## src/rtl/audio_sample_fifo.sv

```systemverilog
// audio_sample_fifo: 16-entry PCM sample buffer feeding the WM8731 codec top.
// Ports: clk_50m/rst, s_data/s_valid/s_ready in, myvalid/mute, audio_out/level/underrun out.
// Optional AUDIO_FIFO_STATS_EN adds underrun_cnt/overrun_cnt saturating counters.
module audio_sample_fifo #(
  parameter int DEPTH_LOG2 = 4,
  parameter int DATA_W     = 16,
  parameter int PREFILL    = 8
) (
  input  logic                  clk_50m,
  input  logic                  rst,
  input  logic [DATA_W-1:0]     s_data,
  input  logic                  s_valid,
  output logic                  s_ready,
  input  logic                  myvalid,
  input  logic                  mute,
  output logic [DATA_W-1:0]     audio_out,
  output logic [DEPTH_LOG2:0]   level,
  output logic                  underrun
`ifdef AUDIO_FIFO_STATS_EN
  ,
  output logic [15:0]           underrun_cnt,
  output logic [15:0]           overrun_cnt
`endif
);

  localparam int DEPTH = 2 ** DEPTH_LOG2;
  localparam int LW    = DEPTH_LOG2 + 1;

  localparam logic [LW-1:0] LVL_FULL = LW'(DEPTH);
  localparam logic [LW-1:0] LVL_PRE  = LW'(PREFILL);

  localparam logic [0:0] ST_FILL = 1'b0;
  localparam logic [0:0] ST_RUN  = 1'b1;

  // Reset asserts asynchronously but releases on a clock edge,
  // so no flop sees rst fall close to its sampling edge.
  logic [1:0] rst_sync;
  logic       rst_i;

  always_ff @(posedge clk_50m or posedge rst) begin
    if (rst) begin
      rst_sync <= 2'b11;
    end else begin
      rst_sync <= {rst_sync[0], 1'b0};
    end
  end

  assign rst_i = rst_sync[1];

  logic [DATA_W-1:0]     mem [DEPTH];
  logic [DEPTH_LOG2-1:0] wr_ptr;
  logic [DEPTH_LOG2-1:0] rd_ptr;
  logic [0:0]            state;
  logic [0:0]            state_nxt;
  logic                  myvalid_d;
  logic [LW-1:0]         level_nxt;
  logic [DATA_W-1:0]     out_nxt;

  logic full;
  logic empty;
  logic is_run;
  logic push;
  logic req;
  logic pop;
  logic under_ev;
  logic fill_req;

  // s_ready depends only on the level register; a pop in the
  // same cycle never opens a slot for the producer.
  assign full    = (level == LVL_FULL);
  assign empty   = (level == '0);
  assign s_ready = ~full;
  assign push    = s_valid & s_ready;

  // One request per myvalid high period.
  assign req      = myvalid & ~myvalid_d;
  assign is_run   = (state == ST_RUN);
  assign pop      = req & is_run & ~empty;
  assign under_ev = req & is_run & empty;
  assign fill_req = req & ~is_run;

  always_comb begin
    level_nxt = level;
    unique case ({push, pop})
      2'b10:   level_nxt = level + 1'b1;
      2'b01:   level_nxt = level - 1'b1;
      default: level_nxt = level;
    endcase
  end

  // Muted pops still consume the sample so timing is preserved.
  always_comb begin
    out_nxt = audio_out;
    unique case (1'b1)
      pop:                out_nxt = mute ? '0 : mem[rd_ptr];
      fill_req, under_ev: out_nxt = '0;
      default:            out_nxt = audio_out;
    endcase
  end

  always_comb begin
    state_nxt = state;
    unique case (state)
      ST_FILL: begin
        if (level >= LVL_PRE) begin
          state_nxt = ST_RUN;
        end
      end
      ST_RUN: begin
        if (under_ev) begin
          state_nxt = ST_FILL;
        end
      end
      default: state_nxt = ST_FILL;
    endcase
  end

  always_ff @(posedge clk_50m) begin
    if (push) begin
      mem[wr_ptr] <= s_data;
    end
  end

  always_ff @(posedge clk_50m or posedge rst_i) begin
    if (rst_i) begin
      wr_ptr    <= '0;
      rd_ptr    <= '0;
      level     <= '0;
      state     <= ST_FILL;
      myvalid_d <= 1'b0;
      audio_out <= '0;
      underrun  <= 1'b0;
    end else begin
      myvalid_d <= myvalid;
      level     <= level_nxt;
      state     <= state_nxt;
      audio_out <= out_nxt;
      underrun  <= under_ev;
      if (push) begin
        wr_ptr <= wr_ptr + 1'b1;
      end
      if (pop) begin
        rd_ptr <= rd_ptr + 1'b1;
      end
    end
  end

`ifdef AUDIO_FIFO_STATS_EN
  logic overrun_ev;

  assign overrun_ev = s_valid & ~s_ready;

  always_ff @(posedge clk_50m or posedge rst_i) begin
    if (rst_i) begin
      underrun_cnt <= '0;
      overrun_cnt  <= '0;
    end else begin
      if (under_ev && underrun_cnt != 16'hFFFF) begin
        underrun_cnt <= underrun_cnt + 1'b1;
      end
      if (overrun_ev && overrun_cnt != 16'hFFFF) begin
        overrun_cnt <= overrun_cnt + 1'b1;
      end
    end
  end
`endif

endmodule
```

## config.mk

```make
export PLATFORM = sky130hd
export DESIGN_NAME = audio_sample_fifo
export DESIGN_NICKNAME = d
export VERILOG_FILES = /design/src/rtl/audio_sample_fifo.sv
export SDC_FILE = /design/constraint.sdc
export NUM_CORES = 1
export LEC_CHECK = 0
export BUFFER_PORTS_ARGS = -buffer_cell sky130_fd_sc_hd__buf_2
export CELL_PAD_IN_SITES_DETAIL_PLACEMENT = 0
export CELL_PAD_IN_SITES_GLOBAL_PLACEMENT = 1
export CORE_UTILIZATION = 55
export DETAILED_ROUTE_END_ITERATION = 16
export PLACE_DENSITY_LB_ADDON = 0.1
export SYNTH_ARGS = -nofsm -noshare
export SYNTH_HDL_FRONTEND = slang
export SYNTH_SLANG_ARGS = --single-unit
```

## constraint.sdc

```tcl
create_clock -name clk_50m -period 3.55 [get_ports clk_50m]
set_input_delay 0.71 -clock clk_50m [delete_from_list [all_inputs] [get_ports clk_50m]]
set_output_delay 0.71 -clock clk_50m [all_outputs]
set_load 0.03 [all_outputs]
```

==> flow_metrics.env <==
export IMPL_status="finished clean"
export IMPL_seqCellArea_um2=8546
export IMPL_grt_total_usage=0.2166
export IMPL_cp_max_fo=9
export IMPL_vias=5355
export IMPL_fmax_mhz=347.6
export IMPL_slew_violations=0
export IMPL_port_buffers=43
export IMPL_syn2layout_area_growth_pct=13.67
export IMPL_start_util=0.5606
export IMPL_synth_top_area_share=0.6799
export IMPL_p_leak_nw=4.366
export IMPL_io_pins=44
export IMPL_final_common_cell="edfxtp_1"
export IMPL_place_area_um2=12000
export IMPL_ys_seq_elements=290
export IMPL_crit_buf_inv=1
export IMPL_gp_congestion=0.7590
export IMPL_routedWlPerCell_um=24.09
export IMPL_clkTransAtPathRegs_ps=60
export IMPL_clockRootBuffer="clkbuf_16"
export IMPL_synth_largest_area_cell="edfxtp_1"
export IMPL_setup_viol=0
export IMPL_critPathLaunchType="flop"
export IMPL_tns_ps=0
export IMPL_layout_drive_gt1_share=0.3558
export IMPL_min_period_over_period=0.8104
export IMPL_antenna_found_initial=0
export IMPL_maxSlewHeadroom=0.2729
export IMPL_drt_iter0_drc=366
export IMPL_avgViaCountPerCell=5.898
export IMPL_final_setup_skew_ps=10.29
export IMPL_post_cts_resize_count=0
export IMPL_dp_cells=854
export IMPL_max_cap_viol_count=0
export IMPL_finalPower_mw=10.14
export IMPL_die_area_um2=21140
export IMPL_grt_pass1_vias=5584
export IMPL_min_path_type="input pin to async pin"
export IMPL_cts_buffers=29
export IMPL_synth_cell_types=34
export IMPL_syn_num_nets=574
export IMPL_die_h_um=145.4
export IMPL_cpLargestDelayFamily="simple AND/OR/NAND/NOR gates"
export IMPL_n_fill_cell=1402
export IMPL_wirelength_um=21870
export IMPL_multi_input_area_um2=2661
export IMPL_grt_pass1_wl_um=33840
export IMPL_hold_viol=0
export IMPL_seq_area_frac_synth=0.7553
export IMPL_htree_levels=1
export IMPL_instances_no_fill=908
export IMPL_die_w_um=145.4
export IMPL_cp_common_cell="ha_1"
export IMPL_rows=52
export IMPL_cp_end_kind="flop"
export IMPL_min_period_ps=2877
export IMPL_clk_insertion_delay_late_ps=540
export IMPL_synth_avg_cell_area_um2=20.75
export IMPL_critPathSlowestCell="nor4_4"
export IMPL_fin_area_um2=12850
export IMPL_cts_tree="built"
export IMPL_cp_arrival_ps=3340
export IMPL_dp_hpwl_um=13260
export IMPL_criticalPathCategory="flop to flop"
export IMPL_netlist_area_um2=11310
export IMPL_clock_sinks=290
export IMPL_drtPass1Iterations=4
export IMPL_drc=0
export IMPL_post_cts_buffers=0
export IMPL_fp_coreArea_um2=20170
export IMPL_cts_hold_buf=0
export IMPL_slowest_delay_ps=600
export IMPL_rsz0062_at_grt="no"
export IMPL_synth_top_cells_by_area="edfxtp_1 68%, mux4_2 13%, dfrtp_1 7.1%, mux2_2 3.4%, nand2_1 1.4%"
export IMPL_ant_nets=0
export IMPL_syn_inst=545
export IMPL_grt_max_degree=56
export IMPL_num_nets_final=644
export IMPL_cp_data_required_time_ps=4010
export IMPL_yosysWarningCount=0
export IMPL_p_per_area_nw_per_um2=788.8
export IMPL_clock_path_buffers=3
export IMPL_gr_total_overflow=0
export IMPL_mostFrequentLayoutCells="256 x edfxtp_1, 64 x mux4_2, 43 x buf_2"
export IMPL_worst_pin_slew_ps=1091
export IMPL_path_cells="nor4_4 -> a21boi_2 -> inv_1 -> ha_1 -> xor2_1 -> ha_1 -> a211oi_1 -> nor4_1 -> xnor2_1"
export IMPL_ir_worst_vdd_uv=605.8
export IMPL_diodes=0
-- cells by family after synthesis --
family	after synthesis	share of synthesized area
simple gates	73	0.02899
buf+inv	34	0.01372
compound gates	29	0.02213
xor+xnor	12	0.009295
other cells	1	0.0003317
mux	98	0.1613
fa+ha+maj	8	0.008853
flops	290	0.7553
-- cell type report --
class / count / share of cell area
multi-input combinational: 221 / 0.2071
timing repair buffer: 66 / 0.03310
sequential: 290 / 0.6649
clock buffer: 39 / 0.06094
inverter: 7 / 0.002044
tap: 270 / 0.02629
clock inverter: 15 / 0.005646
-- synth_stat cells --
cell / n
edfxtp_1: 256
mux4_2: 64
nand2_1: 41
mux2_2: 34
dfrtp_1: 32
a22oi_1: 17
nor2_1: 15
clkbuf_1: 10
buf_2: 9
ha_1: 8
inv_1: 7
xnor2_1: 7
nor3_1: 6
buf_1: 5
xor2_1: 5
a21oi_1: 4
nand2b_1: 4
a2111oi_4: 2
buf_6: 2
dfstp_2: 2
nand4_1: 2
a211oi_1: 1
a21boi_2: 1
a21o_1: 1
and3b_1: 1
clkbuf_2: 1
conb_1: 1
nand3b_1: 1
nor4_1: 1
nor4_4: 1
o21ai_0: 1
o22ai_1: 1
o311a_1: 1
or2_2: 1
-- layer usage --
layer / track usage / up-vias / share of wire
li1: - / 2344 / -
met1: 0.3286 / 2837 / 0.44
met3: 0.02539 / 32 / 0.049
met5: 0 / - / 0
met4: 0.05211 / 0 / 0.019
met2: 0.3433 / 142 / 0.49
-- stage by stage --
stage                     worst slack (ps)    util  hold slack, ps
after detailed placement             524.2  0.5948           353.7
after floorplan                      654.5       -           345.2
after global placement               588.4  0.5948           345.9
after global routing                 335.1  0.6372           166.6
after CTS                            680.2  0.6372           156.0
final                                673.1  0.6372           173.5
-- state kept, by name, indices dropped and copies added, names as in the netlist --
signal,cells
wr_ptr,4
underrun,1
is_run,1
audio_out,16
level,5
rst_sync,2
mem,256
myvalid_d,1
rd_ptr,4
-- path summary, 6_finish.rpt --
path,cells past startpoint,from,end,slack (ps)
max,9,level[3],level[4],670
min,2,rst,rst_sync[0],170
max reg2reg,9,level[3],level[4],670
min reg2reg,0,rst_sync[0],rst_sync[1],360
max in group asynchronous,2,rst_sync[1],rd_ptr[1],2280
min in group clk_50m,1,myvalid,myvalid_d,320
-- report_power, final --
part | internal [mW] | switching (mW) | total, mW
clock network | 1.54 | 1.19 | 2.73
registers | 4.18 | 0.401 | 4.58
logic | 1.36 | 1.47 | 2.83
No activity file was read; power rests on OpenSTA's default activity.
